File: src/rtl/nfm_step_ctrl.sv
// -----------------------------------------------------------------------------
// nfm_step_ctrl
//
// Round sequencer placed directly in front of the nonlinear-function operand
// selector. It takes one fixed-point element per input handshake. It drives the
// selector step code and operand buses, and issues one compute-core round
// (root) or two rounds (softmax, gelu, silu). The round-A result is kept as the
// intermediate operand for round B. The final result is handed downstream with
// a valid/ready handshake. Only one element is in flight at a time.
//
// Mode encoding: 00 softmax, 01 gelu, 10 silu, 11 root.
// Step codes (sel_s): softmax 0 then 1, gelu/silu 2 then 3, root 4.
//
// Optional feature macro: NFM_STEP_STAT_EN
//   When defined, the parameter CNT_WIDTH and two status counter outputs are
//   added:
//     elem_cnt  : counts output handshakes.
//     stall_cnt : counts cycles spent in OUT while out_ready is low.
//   Both counters wrap naturally.
//
// Ports
//   clk, rst_n          clock (rising edge), asynchronous active-low reset
//   cfg_load            load softmax max/sum (honoured only in IDLE)
//   cfg_max, cfg_sum    softmax row max / row sum
//   in_valid, in_ready  element handshake
//   in_mode             element mode
//   in_x                element value
//   in_u                round-B coefficient (gelu/silu)
//   sel_mode            selector mode
//   sel_s               selector step code
//   sel_in0             captured x
//   sel_in1             max register
//   sel_in2             intermediate register
//   sel_in3             sum register
//   sel_u               captured u
//   core_req            one-cycle round start pulse
//   core_ack, core_res  round completion and its result
//   out_valid           result handshake, valid side
//   out_ready           result handshake, ready side
//   out_data            final result
//   busy                high whenever the sequencer is not idle
//   elem_cnt            output handshake count (NFM_STEP_STAT_EN only)
//   stall_cnt           output stall cycle count (NFM_STEP_STAT_EN only)
// -----------------------------------------------------------------------------
module nfm_step_ctrl #(
  parameter int FIX_POINT_WIDTH = 16
`ifdef NFM_STEP_STAT_EN
  ,
  parameter int CNT_WIDTH = 32
`endif
) (
  input  logic                       clk,
  input  logic                       rst_n,
  input  logic                       cfg_load,
  input  logic [FIX_POINT_WIDTH-1:0] cfg_max,
  input  logic [FIX_POINT_WIDTH-1:0] cfg_sum,
  input  logic                       in_valid,
  output logic                       in_ready,
  input  logic [1:0]                 in_mode,
  input  logic [FIX_POINT_WIDTH-1:0] in_x,
  input  logic [FIX_POINT_WIDTH-1:0] in_u,
  output logic [1:0]                 sel_mode,
  output logic [2:0]                 sel_s,
  output logic [FIX_POINT_WIDTH-1:0] sel_in0,
  output logic [FIX_POINT_WIDTH-1:0] sel_in1,
  output logic [FIX_POINT_WIDTH-1:0] sel_in2,
  output logic [FIX_POINT_WIDTH-1:0] sel_in3,
  output logic [FIX_POINT_WIDTH-1:0] sel_u,
  output logic                       core_req,
  input  logic                       core_ack,
  input  logic [FIX_POINT_WIDTH-1:0] core_res,
  output logic                       out_valid,
  input  logic                       out_ready,
  output logic [FIX_POINT_WIDTH-1:0] out_data,
  output logic                       busy
`ifdef NFM_STEP_STAT_EN
  ,
  output logic [CNT_WIDTH-1:0]       elem_cnt,
  output logic [CNT_WIDTH-1:0]       stall_cnt
`endif
);

  localparam logic [1:0] MODE_SOFTMAX = 2'b00;
  localparam logic [1:0] MODE_ROOT    = 2'b11;

  typedef enum logic [2:0] {
    IDLE    = 3'd0,
    ISSUE_A = 3'd1,
    WAIT_A  = 3'd2,
    ISSUE_B = 3'd3,
    WAIT_B  = 3'd4,
    OUT     = 3'd5
  } state_t;

  state_t state;

  // Step code for the first round of a given mode.
  function automatic logic [2:0] step_a(input logic [1:0] mode);
    case (mode)
      MODE_SOFTMAX: step_a = 3'd0;
      MODE_ROOT:    step_a = 3'd4;
      default:      step_a = 3'd2;
    endcase
  endfunction

  // Step code for the second round (root never reaches round B).
  function automatic logic [2:0] step_b(input logic [1:0] mode);
    step_b = (mode == MODE_SOFTMAX) ? 3'd1 : 3'd3;
  endfunction

  // The selector operand buses are the holding registers themselves, so they
  // only move on accept, cfg_load or a round-A result.
  always_ff @(posedge clk or negedge rst_n) begin
    if (!rst_n) begin
      state     <= IDLE;
      in_ready  <= 1'b1;
      busy      <= 1'b0;
      core_req  <= 1'b0;
      out_valid <= 1'b0;
      out_data  <= '0;
      sel_mode  <= 2'b00;
      sel_s     <= 3'd0;
      sel_in0   <= '0;
      sel_in1   <= '0;
      sel_in2   <= '0;
      sel_in3   <= '0;
      sel_u     <= '0;
    end else begin
      core_req <= 1'b0;

      // Config is written before the element latch takes effect, so a
      // cfg_load coinciding with an accept applies to that element.
      if (cfg_load && (state == IDLE)) begin
        sel_in1 <= cfg_max;
        sel_in3 <= cfg_sum;
      end

      case (state)
        IDLE: begin
          if (in_valid) begin
            sel_mode <= in_mode;
            sel_in0  <= in_x;
            sel_u    <= in_u;
            sel_s    <= step_a(in_mode);
            core_req <= 1'b1;
            in_ready <= 1'b0;
            busy     <= 1'b1;
            state    <= ISSUE_A;
          end
        end

        // Any ack seen while issuing belongs to no round and is dropped.
        ISSUE_A: state <= WAIT_A;

        WAIT_A: begin
          if (core_ack) begin
            sel_in2 <= core_res;
            if (sel_mode == MODE_ROOT) begin
              out_data  <= core_res;
              out_valid <= 1'b1;
              state     <= OUT;
            end else begin
              sel_s    <= step_b(sel_mode);
              core_req <= 1'b1;
              state    <= ISSUE_B;
            end
          end
        end

        ISSUE_B: state <= WAIT_B;

        WAIT_B: begin
          if (core_ack) begin
            out_data  <= core_res;
            out_valid <= 1'b1;
            state     <= OUT;
          end
        end

        OUT: begin
          if (out_ready) begin
            out_valid <= 1'b0;
            in_ready  <= 1'b1;
            busy      <= 1'b0;
            state     <= IDLE;
          end
        end

        default: begin
          out_valid <= 1'b0;
          in_ready  <= 1'b1;
          busy      <= 1'b0;
          state     <= IDLE;
        end
      endcase
    end
  end

`ifdef NFM_STEP_STAT_EN
  always_ff @(posedge clk or negedge rst_n) begin
    if (!rst_n) begin
      elem_cnt  <= '0;
      stall_cnt <= '0;
    end else if (state == OUT) begin
      if (out_ready) begin
        elem_cnt <= elem_cnt + CNT_WIDTH'(1);
      end else begin
        stall_cnt <= stall_cnt + CNT_WIDTH'(1);
      end
    end
  end
`endif

endmodule

File: config.mk
export PLATFORM = sky130hd
export DESIGN_NAME = nfm_step_ctrl
export DESIGN_NICKNAME = d
export VERILOG_FILES = /design/src/rtl/nfm_step_ctrl.sv
export SDC_FILE = /design/constraint.sdc
export NUM_CORES = 1
export LEC_CHECK = 0
export CORE_AREA = 2 2 122 124
export CTS_CLUSTER_SIZE = 8
export DETAILED_ROUTE_END_ITERATION = 12
export DIE_AREA = 0 0 124 126
export PLACE_DENSITY = 0.65
export SLEW_MARGIN = 20
export SYNTH_ARGS = -nofsm -noshare
export SYNTH_HDL_FRONTEND = slang
export SYNTH_SLANG_ARGS = --single-unit
File: constraint.sdc
create_clock -name clk -period 2.3 [get_ports clk]
set_clock_uncertainty 0.15 [all_clocks]
set_input_delay 0.23 -clock clk [delete_from_list [all_inputs] [get_ports clk]]
set_output_delay 0.23 -clock clk [all_outputs]
set_load 0.01 [all_outputs]
Yosys cells after proc, flatten, opt, wreduce, memory -nomap -nowiden

Cells that the tools add are included.

$add $sub $neg: 0
Multipliers: 0
Divide/modulo/power cells: 0
Magnitude comparators: 0
Equality and inequality tests: 13
Shifts and indexed selects: 0
Mux-type cells: 30
Bitwise logic cells: 2
Reduce and logical (&&, ||, !) cells: 15

Operators with widths:

| kind                                           | count |
|---|---|
| 2-to-1 mux 16 bit                              | 3 |
| case mux 16 bit (2 select lines)               | 1 |
| 2-to-1 mux 3 bit                               | 8 |
| case mux 3 bit (6 select lines)                | 1 |
| != test 2 bit (second input constant)          | 6 |
| case mux 3 bit (2 select lines)                | 2 |
| AND reduction 4 bit                            | 3 |
| 2-to-1 mux 1 bit                               | 10 |
| == test 3 x 2 -> 1 bit (second input constant) | 2 |
| == test 3 bit (second input constant)          | 2 |
| case mux 1 bit (3 select lines)                | 2 |
| AND reduction 5 bit                            | 1 |
| == test 2 bit (second input constant)          | 2 |
| zero test 2 bit                                | 2 |
| case mux 1 bit (4 select lines)                | 1 |
| AND reduction 2 bit                            | 2 |
| nonzero test 2 bit                             | 2 |
| OR reduction 4 bit                             | 1 |
| == test 3 x 1 -> 1 bit (second input constant) | 1 |
| zero test 3 bit                                | 1 |
| AND reduction 3 bit                            | 1 |
| OR reduction 3 bit                             | 1 |
| 2-to-1 mux 2 bit                               | 1 |
| NOT 1 bit                                      | 2 |
| other kinds (2)                                | 2 |

Bits in registers: 108
Bits in latches: 0
Bits in writable memories: 0
Memory bits (read-only): 0
Output and inout bits: 105
Logic and storage cells: 73
Memories kept: 0

Depth between registers and ports, before layout

Gate-level depths: netlist of the first run.

Depth after elaboration: 5
Depth in mapped cells: 6
Mapped depth without buffers: 4

Worst setup path before layout of the first run

OpenSTA, ideal clock, no wires.

Path type: reg2reg
Start point: register state[2]
End point: register sel_in0[10]
Setup time: 0.125 ns
Arrival time: 1.521 ns
Path slack: 0.505 ns
Stages on the path, launching flop included: 6
Buffers on the path: 2
Clock period less this slack: 1.795 ns
Cell sequence: dfrtp_1 > buf_6 > nand2b_4 > nor3_4 > buf_6 > mux2_2

Cells in the longest elaborated chain, start to end: 2

Ends and longest elaborated chain:

| element                              | line | source |
|---|---|---|
| from (decl)                          | 95   | `state_t state;` |
| from (signal assigned)               | 115  | `state <= IDLE;` |
| from (signal assigned)               | 148  | `state <= ISSUE_A;` |
| from (signal assigned)               | 153  | `ISSUE_A: state <= WAIT_A;` |
| zero test 3 bit                      | 138  | `case (state)` |
| AND reduction 2 bit (no source line) | -    |  |
| to (signal assigned)                 | 142  | `sel_in0 <= in_x;` |
| to (decl)                            | 64   | `output logic [FIX_POINT_WIDTH-1:0] sel_in0,` |

No other way between the ends.
A chain may end at the register's enable or synchronous reset.

Worst setup path after layout of the first run

Start point: register state[2]
End point: register out_data[5]

Cells in the longest elaborated chain, start to end: 3
Elaborated cells between the ends (all ways): 8
Those cells by class: 5 x eq/ne; 1 x mux; 2 x reduce/logical

Ends and longest elaborated chain:

| element                                                              | line | source |
|---|---|---|
| == test 3 x 2 -> 1 bit or == test 3 bit (tied branches)              | 138  |  |
| != test 2 bit (no source line) or nonzero test 2 bit (tied branches) | -    |  |
| AND reduction 4 bit (no source line)                                 | -    |  |
| to (signal assigned)                                                 | 159  | `out_data <= core_res;` |
| to (signal assigned)                                                 | 174  | `out_data <= core_res;` |
| to (decl)                                                            | 74   | `output logic [FIX_POINT_WIDTH-1:0] out_data,` |

Parallel ways exist; a longest one is shown, timed or not.

==> results of run 1 <==
[worst max-delay path, stage by stage (launching register included)]
cell	delay, ns
sky130_fd_sc_hd__dfrtp_1	0.57
sky130_fd_sc_hd__nand2b_1	0.27
sky130_fd_sc_hd__o21ai_1	0.16
sky130_fd_sc_hd__and3_1	0.22
sky130_fd_sc_hd__buf_12	0.17
sky130_fd_sc_hd__mux2_2	0.35
[what timing repair did]
action	in CTS	in global routing
endpoints found under the hold margin	26	0
hold buffers	1	0
gates resized for setup	0	0
endpoints found under the setup margin	0	0
[metrics by stage]
step / utilization [%] / hold slack, ns / worst slack, ns / area [sq um] / power (W)
after floorplan: - / -0.2156 / 0.5045 / 4229 / 0.005371
after global placement: 44.68 / 0.02962 / 0.3233 / 6395 / 0.007723
after detailed placement: 44.68 / 0.03662 / 0.2612 / 6395 / 0.007871
after CTS: 47.10 / 0.1989 / 0.2881 / 6741 / 0.009623
after global routing: 47.10 / 0.2194 / 0.2115 / 6741 / 0.01006
final: 47.12 / 0.2013 / 0.2782 / 6744 / 0.009466
[layer usage]
| metal | wire length [um] | share of wire, % |
|---|---|---|
| met5 | 0 | 0 |
| met4 | 116 | 1.1 |
| met3 | 1351 | 13 |
| met2 | 4946 | 47 |
| met1 | 4056 | 39 |
[logic make-up after synthesis]
kind of cell	synth area share [%]
flip-flops	63.94
multiplexers	26.36
AND/OR/NAND/NOR	3.758
AO/OA/AOI/OAI	2.633
buffers and inverters	3.018
adder cells (fa/ha/maj)	0.2958
[sequential cells by signal, summed over array words and instances (netlist names), 2 cells and up]
signal / cells
sel_in1: 16
sel_s: 3
out_data: 16
sel_in0: 16
sel_u: 16
state: 3
sel_in3: 16
sel_in2: 16
sel_mode: 2
[layout make-up]
type | instances | area [sq um] | share of cell area (%)
Clock inverter | 4 | 70.07 | 1.039
Antenna cell | 1 | 2.502 | 0.03711
Sequential cell | 108 | 2704 | 40.09
Tap cell | 184 | 230.2 | 3.414
Multi-Input combinational cell | 142 | 1413 | 20.95
Clock buffer | 12 | 266.5 | 3.952
Timing Repair Buffer | 201 | 2039 | 30.24
Inverter | 5 | 18.77 | 0.2783
[power breakdown]
part	internal, W	leakage [nW]	switching (W)	total (W)
Clock	0.00104	0.169	0.000661	0.00170
Sequential	0.00287	1.28	0.000609	0.00348
Combinational	0.00274	1.31	0.00154	0.00428
Total	0.00665	2.76	0.00281	0.00947
[placed cells by master, fill, tap and decap left out, types with 2 or more instances in the layout]
master / count
sky130_fd_sc_hd__inv_1: 5
sky130_fd_sc_hd__mux2_1: 4
sky130_fd_sc_hd__o21ai_0: 2
sky130_fd_sc_hd__bufinv_16: 2
sky130_fd_sc_hd__clkdlybuf4s50_1: 191
sky130_fd_sc_hd__clkbuf_16: 9
sky130_fd_sc_hd__nand2b_1: 2
sky130_fd_sc_hd__clkbuf_8: 3
sky130_fd_sc_hd__a31oi_1: 2
sky130_fd_sc_hd__a21oi_1: 8
sky130_fd_sc_hd__dfrtp_1: 107
sky130_fd_sc_hd__buf_4: 5
sky130_fd_sc_hd__buf_12: 4
sky130_fd_sc_hd__mux2_2: 95
sky130_fd_sc_hd__nor2_1: 8
sky130_fd_sc_hd__o22ai_1: 3
sky130_fd_sc_hd__nand2_1: 3
sky130_fd_sc_hd__clkinv_2: 2
[how the worst max path moves through the flow]
stage | from | endpoint | slack, ns | cells after the start
after floorplan | state[2]$_DFFE_PN0P_ | sel_in0[10]$_DFFE_PN0P_ | 0.50 | 5
after global placement | core_ack | sel_in2[8]$_DFFE_PN0P_ | 0.32 | 4
after detailed placement | core_ack | sel_in2[13]$_DFFE_PN0P_ | 0.26 | 4
after CTS | state[2]$_DFFE_PN0P_ | out_data[9]$_DFFE_PN0P_ | 0.29 | 5
after global routing | state[2]$_DFFE_PN0P_ | out_data[5]$_DFFE_PN0P_ | 0.21 | 5
final | state[2]$_DFFE_PN0P_ | out_data[5]$_DFFE_PN0P_ | 0.28 | 5
==> results.txt, run 1 <==
----------------------------------------------------
[Detailed routing]
  Routed vias ... 2935
  Residual antenna-violating net count after detailed routing ... 0
  Post-route DRC ... 0
  Average routed wire per standard cell ... 15.94 um
  First-pass iteration count of the detailed router ... 4
  Detailed router's first-iteration violation count ... 110
  Overall routed net length ... 10.47 mm
  Post-detailed-route via-to-cell ratio ... 4.467

[GRT]
  GR Layer Usage met2 ... 21.88%
  Highest-utilization routing layer at the global route stage ... met2
  Initial antenna violation count ... 1
  Met3 layer usage reported by global route ... 7.926%
  Total grt overflow ... 0
  Global-route track usage on met1 ... 14.80%
  Aggregate global-route resource usage ... 13.46%
  Number of global-route vias before repair ... 3181
  First-pass GRT wire length ... 16.01 mm
  Largest net degree at the start of global routing ... 41

[Synth]
  Cell type with the highest aggregate area in the netlist ... sky130_fd_sc_hd__dfrtp_1
  Number of enable flip-flop cells after synthesis ... 0
  Top-area cell type share of the netlist area ... 63.31%
  Number of warnings printed during yosys synthesis ... 0
  Total of flip-flops plus latches after synthesis ... 108
  Number of nets produced by synthesis ... 357
  Ys flop type ... sky130_fd_sc_hd__dfrtp_1
  Number of cells produced by synthesis ... 268
  Avg Inst Size Synth ... 15.78 sq um
  Sequential fraction of the synthesis area ... 63.93%
  Most instantiated cells after synthesis ... sky130_fd_sc_hd__dfrtp_1 (107), sky130_fd_sc_hd__mux2_2 (95), sky130_fd_sc_hd__a21oi_1 (8), sky130_fd_sc_hd__nor2_1 (8)
  Area of the mapped netlist ... 0.004229 sq mm
  Cell variety after synth ... 30
  Largest cells by area after synthesis ... sky130_fd_sc_hd__dfrtp_1 (63%), sky130_fd_sc_hd__mux2_2 (25%), sky130_fd_sc_hd__buf_6 (1.3%)
  Share of flip-flops with an asynchronous set or reset ... 100.0%
  Count leader, synth ... sky130_fd_sc_hd__dfrtp_1

[Critical path]
  Required time of the critical path ... 2.38 ns
  Max FO, Critical Path ... 16
  Data arrival at the endpoint of the critical path ... 2.10 ns
  Sort of element at the end of the critical path ... flop
  Reg2Reg Depth ... 5
  R2r startpoint ... state[2]$_DFFE_PN0P_
  CP startpoint kind ... flop
  Flop-to-flop setup slack ... 0.28 ns
  Destination of the worst register-to-register timing path ... out_data[5]$_DFFE_PN0P_
  Classification of the worst setup path ... flop to flop

[STA]
  Clock period minus final worst setup slack ... 2.022 ns
  Number of slew-limit violations in the final report ... 0
  Tightest Pin Transition ... 0.5434 ns
  FMAX ... 0.4946 GHz
  Hold violation total from the final report ... 0
  Max-slew headroom at the worst pin ... 63.77%
  RSZ-0062 raised after global routing ... false
  Portion of the clock cycle consumed by the worst path in the final layout ... 87.91%
  Final-layout setup total negative slack ... 0 ns
  Setup Viol. Count Final ... 0

[Power]
  Max VDD drop ... 0.6618 mV
  Static leakage ... 2.756 nW
  P per Cell Area ... 1404 mW/mm^2

[Clock tree]
  CTS tree ... built
  Clock Pin Slew Worst Setup and Hold Paths ... 0.07 ns
  Clock Sink Count ... 108
  H-Tree Depth ... 3
  Post-CTS repair timing setup buffer count ... 0
  Clock buffer count from CTS ... 9
  Root buffer selected by CTS ... sky130_fd_sc_hd__clkbuf_16
  CTS Buffer Depth ... 2
  Skew-Pair Late Insertion Delay ... 0.35 ns

[Placed design]
  # placed instances ... 639
  DP HPWL ... 7.839 mm
  Count of buffers inserted at the top-level ports ... 192
  Weighted congestion at the end of routability-driven global placement ... 0.6718

[Run status]
  Run status ... complete, no violations

[Cells and area]
  Non-filler cells in the finished layout ... 657
  Share of layout cells above drive strength 1 ... 26.69%
  Filler instances ... 1319
  Area growth, synth to finish ... 59.47%
  Net total in the final layout ... 556

[Floorplan]
  Die Ht ... 126 um
  Core area ... 0.01431 sq mm
  Initial cell density of the core ... 29.55%
  Die width ... 124 um
  Die Outline Area ... 0.01562 sq mm
  Boundary Pins ... 193
  Number of rows in the core area ... 44

[Job]
  Max Cap Viol ... 0

[Min path]
  Path type of the worst min-delay path ... primary input to async pin

----------------------------------------------------
Note: power is estimated with default switching activity, not from simulation.
==> inputs of run 2 (changes only) <==
==> constraint.sdc (replaced) <==
create_clock -name clk -period 1.9 [get_ports clk]
set_clock_uncertainty 0.15 [all_clocks]
set_input_delay 0.19 -clock clk [delete_from_list [all_inputs] [get_ports clk]]
set_output_delay 0.19 -clock clk [all_outputs]
set_load 0.01 [all_outputs]
==> results.txt, run 2 (same netlist as run 1, synthesis figures left out) <==
----------------------------------------------------
[Run status]
  Run status ... complete, no violations

[Clock tree]
  CTS Buffer Depth ... 2
  Clock Pin Slew Worst Setup and Hold Paths ... 0.07 ns
  Post-CTS repair timing setup buffer count ... 0
  H-Tree Depth ... 3
  Clock buffer count from CTS ... 9
  Clock Sink Count ... 108
  Skew-Pair Late Insertion Delay ... 0.35 ns
  Root buffer selected by CTS ... sky130_fd_sc_hd__clkbuf_16
  CTS tree ... built

[Power]
  Net Sw Frac ... 29.92%
  Switching power ... 0.003353 W
  Static leakage ... 2.777 nW
  Max VDD drop ... 0.8382 mV
  Int Power ... 0.007854 W
  Clock Power Share ... 15.4%
  Flop pwr share ... 36.8%
  Combinational share of power ... 47.8%
  P per Cell Area ... 1662 mW/mm^2

[Cells and area]
  Final instance area ... 0.006743 sq mm
  Area of combinational cells with multiple inputs ... 0.001413 sq mm
  Flip-flop and latch area ... 0.002706 sq mm
  Area growth, synth to finish ... 59.44%
  Commonest non-fill, non-tap cell in the layout ... sky130_fd_sc_hd__clkdlybuf4s50_1
  Share of the core filled with cells in the final layout ... 47.11%
  Commonest cells after routing, fill and taps aside ... sky130_fd_sc_hd__clkdlybuf4s50_1 (190), sky130_fd_sc_hd__dfrtp_1 (105), sky130_fd_sc_hd__mux2_2 (95), sky130_fd_sc_hd__buf_4 (13), sky130_fd_sc_hd__clkbuf_16 (9)
  Filler instances ... 1278
  Net total in the final layout ... 564
  Share of layout cells above drive strength 1 ... 27.77%

[STA]
  Number of slew-limit violations in the final report ... 0
  Max-slew headroom at the worst pin ... 58.57%
  Hold violation total from the final report ... 0
  RSZ-0062 raised after global routing ... false
  FMAX ... 0.5522 GHz
  Portion of the clock cycle consumed by the worst path in the final layout ... 95.32%
  Tightest Pin Transition ... 0.6215 ns
  Setup Viol. Count Final ... 0
  Clock period minus final worst setup slack ... 1.811 ns

[Placed design]
  Instance area after placement ... 0.006455 sq mm
  DP HPWL ... 7.213 mm
  Weighted congestion at the end of routability-driven global placement ... 0.7023
  Count of buffers inserted at the top-level ports ... 192

[Critical path]
  Flop-to-flop setup slack ... 0.09 ns
  Required time of the critical path ... 1.97 ns
  Max FO, Critical Path ... 32
  Data arrival at the endpoint of the critical path ... 1.88 ns
  Reg2Reg Depth ... 4
  Destination of the worst register-to-register timing path ... sel_in1[5]$_DFFE_PN0P_
  CP startpoint kind ... flop
  Classification of the worst setup path ... flop to flop
  R2r startpoint ... state[2]$_DFFE_PN0P_
  Sort of element at the end of the critical path ... flop
  CP Launch Point ... state[2]$_DFFE_PN0P_
  Critical Path Sink ... sel_in1[5]$_DFFE_PN0P_

[GRT]
  Met3 layer usage reported by global route ... 8.243%
  Aggregate global-route resource usage ... 12.90%
  Number of global-route vias before repair ... 3078
  Highest-utilization routing layer at the global route stage ... met2
  Global-route track usage on met1 ... 14.76%
  Initial antenna violation count ... 1
  Total grt overflow ... 0
  Largest net degree at the start of global routing ... 109
  GR Layer Usage met2 ... 20.07%
  First-pass GRT wire length ... 15.21 mm

[Floorplan]
  Number of rows in the core area ... 44
  Core area ... 0.01431 sq mm
  Boundary Pins ... 193
  Initial cell density of the core ... 29.55%
  Die width ... 124 um
  Die Outline Area ... 0.01562 sq mm
  Die Ht ... 126 um

[Min path]
  Path type of the worst min-delay path ... primary input to async pin

[Detailed routing]
  First-pass iteration count of the detailed router ... 6
  Post-detailed-route via-to-cell ratio ... 4.447
  Detailed router's first-iteration violation count ... 94
  Residual antenna-violating net count after detailed routing ... 0
  Routed vias ... 2953
  Average routed wire per standard cell ... 15.15 um
  Overall routed net length ... 10.06 mm
  Post-route DRC ... 0

[Job]
  Max Cap Viol ... 0

----------------------------------------------------
run 2: area by class of cell:
cell class / instances / share of cell area [%]
sequential: 108 / 40.14
timing repair buffer: 209 / 31.17
multi-input combinational: 142 / 20.95
clock buffer: 13 / 3.860
tap: 184 / 3.414
inverter: 5 / 0.2783
clock inverter: 2 / 0.1485
antenna: 1 / 0.03711
run 2: power by group through the flow:
| stage | logic (W) | registers (W) | clock network (W) |
|---|---|---|---|
| 2_1_floorplan | 0.00186 | 0.00465 | 0 |
| 6_report | 0.00536 | 0.00412 | 0.00172 |
| 3_3_place_gp | 0.00534 | 0.00413 | 0 |
| 3_5_place_dp | 0.00542 | 0.00418 | 0 |
| 5_1_grt | 0.00575 | 0.00429 | 0.00191 |
| 4_1_cts | 0.00545 | 0.00414 | 0.00181 |
run 2: worst max-delay path, cell delays in order (launching register included):
cell	delay [ns]
sky130_fd_sc_hd__dfrtp_2	0.49
sky130_fd_sc_hd__buf_4	0.17
sky130_fd_sc_hd__nor4b_4	0.26
sky130_fd_sc_hd__buf_12	0.24
sky130_fd_sc_hd__mux2_2	0.36
run 2: repair_timing:
action / CTS / global route
hold endpoints to repair: 107 / 0
setup endpoints to repair: 0 / 72
resized for setup: 0 / 3
hold buffers: 1 / 0
run 2: stage by stage:
stage          hold slack, ns  power [W]  setup TNS, ns  std cells  worst slack [ns]
3_3_place_gp           0.1605   0.009474        -0.8915        647          -0.05799
5_1_grt                0.2873    0.01195              0        663           0.01668
4_1_cts                0.2799    0.01141              0        663          0.007457
3_5_place_dp           0.1665   0.009604         -1.305        647          -0.09359
2_1_floorplan         -0.2556   0.006502              0        268            0.1045
6_report               0.2705    0.01121              0        664           0.08894
run 2: worst min-delay path by stage:
stage	startpoint	slack [ns]	to
global placement	rst_n	0.16	sel_in1[10]$_DFFE_PN0P_
CTS	in_x[11]	0.28	sel_in0[11]$_DFFE_PN0P_
floorplan	rst_n	-0.26	busy$_DFFE_PN0P_
detailed placement	rst_n	0.17	sel_in1[10]$_DFFE_PN0P_
global route	cfg_sum[15]	0.29	sel_in3[15]$_DFFE_PN0P_
finish	rst_n	0.27	sel_in1[10]$_DFFE_PN0P_
run 2: metal layers:
metal	wire length, um	up-vias	part of all wire [%]
li1	-	1365	-
met1	4091	1426	41
met2	4537	150	45
met3	1309	12	13
met4	122	0	1.2
met5	0	-	0
==> inputs of run 3 (changes only) <==
--- a/config.mk
+++ b/config.mk
@@ -5,6 +5,7 @@
 export SDC_FILE = /design/constraint.sdc
 export NUM_CORES = 1
 export LEC_CHECK = 0
+export CAP_MARGIN = 20
 export CORE_AREA = 2 2 122 124
 export CTS_CLUSTER_SIZE = 8
 export DETAILED_ROUTE_END_ITERATION = 12
==> results of run 3 <==
Same layout as run 2: the final DEF is identical, and so are final timing and power.
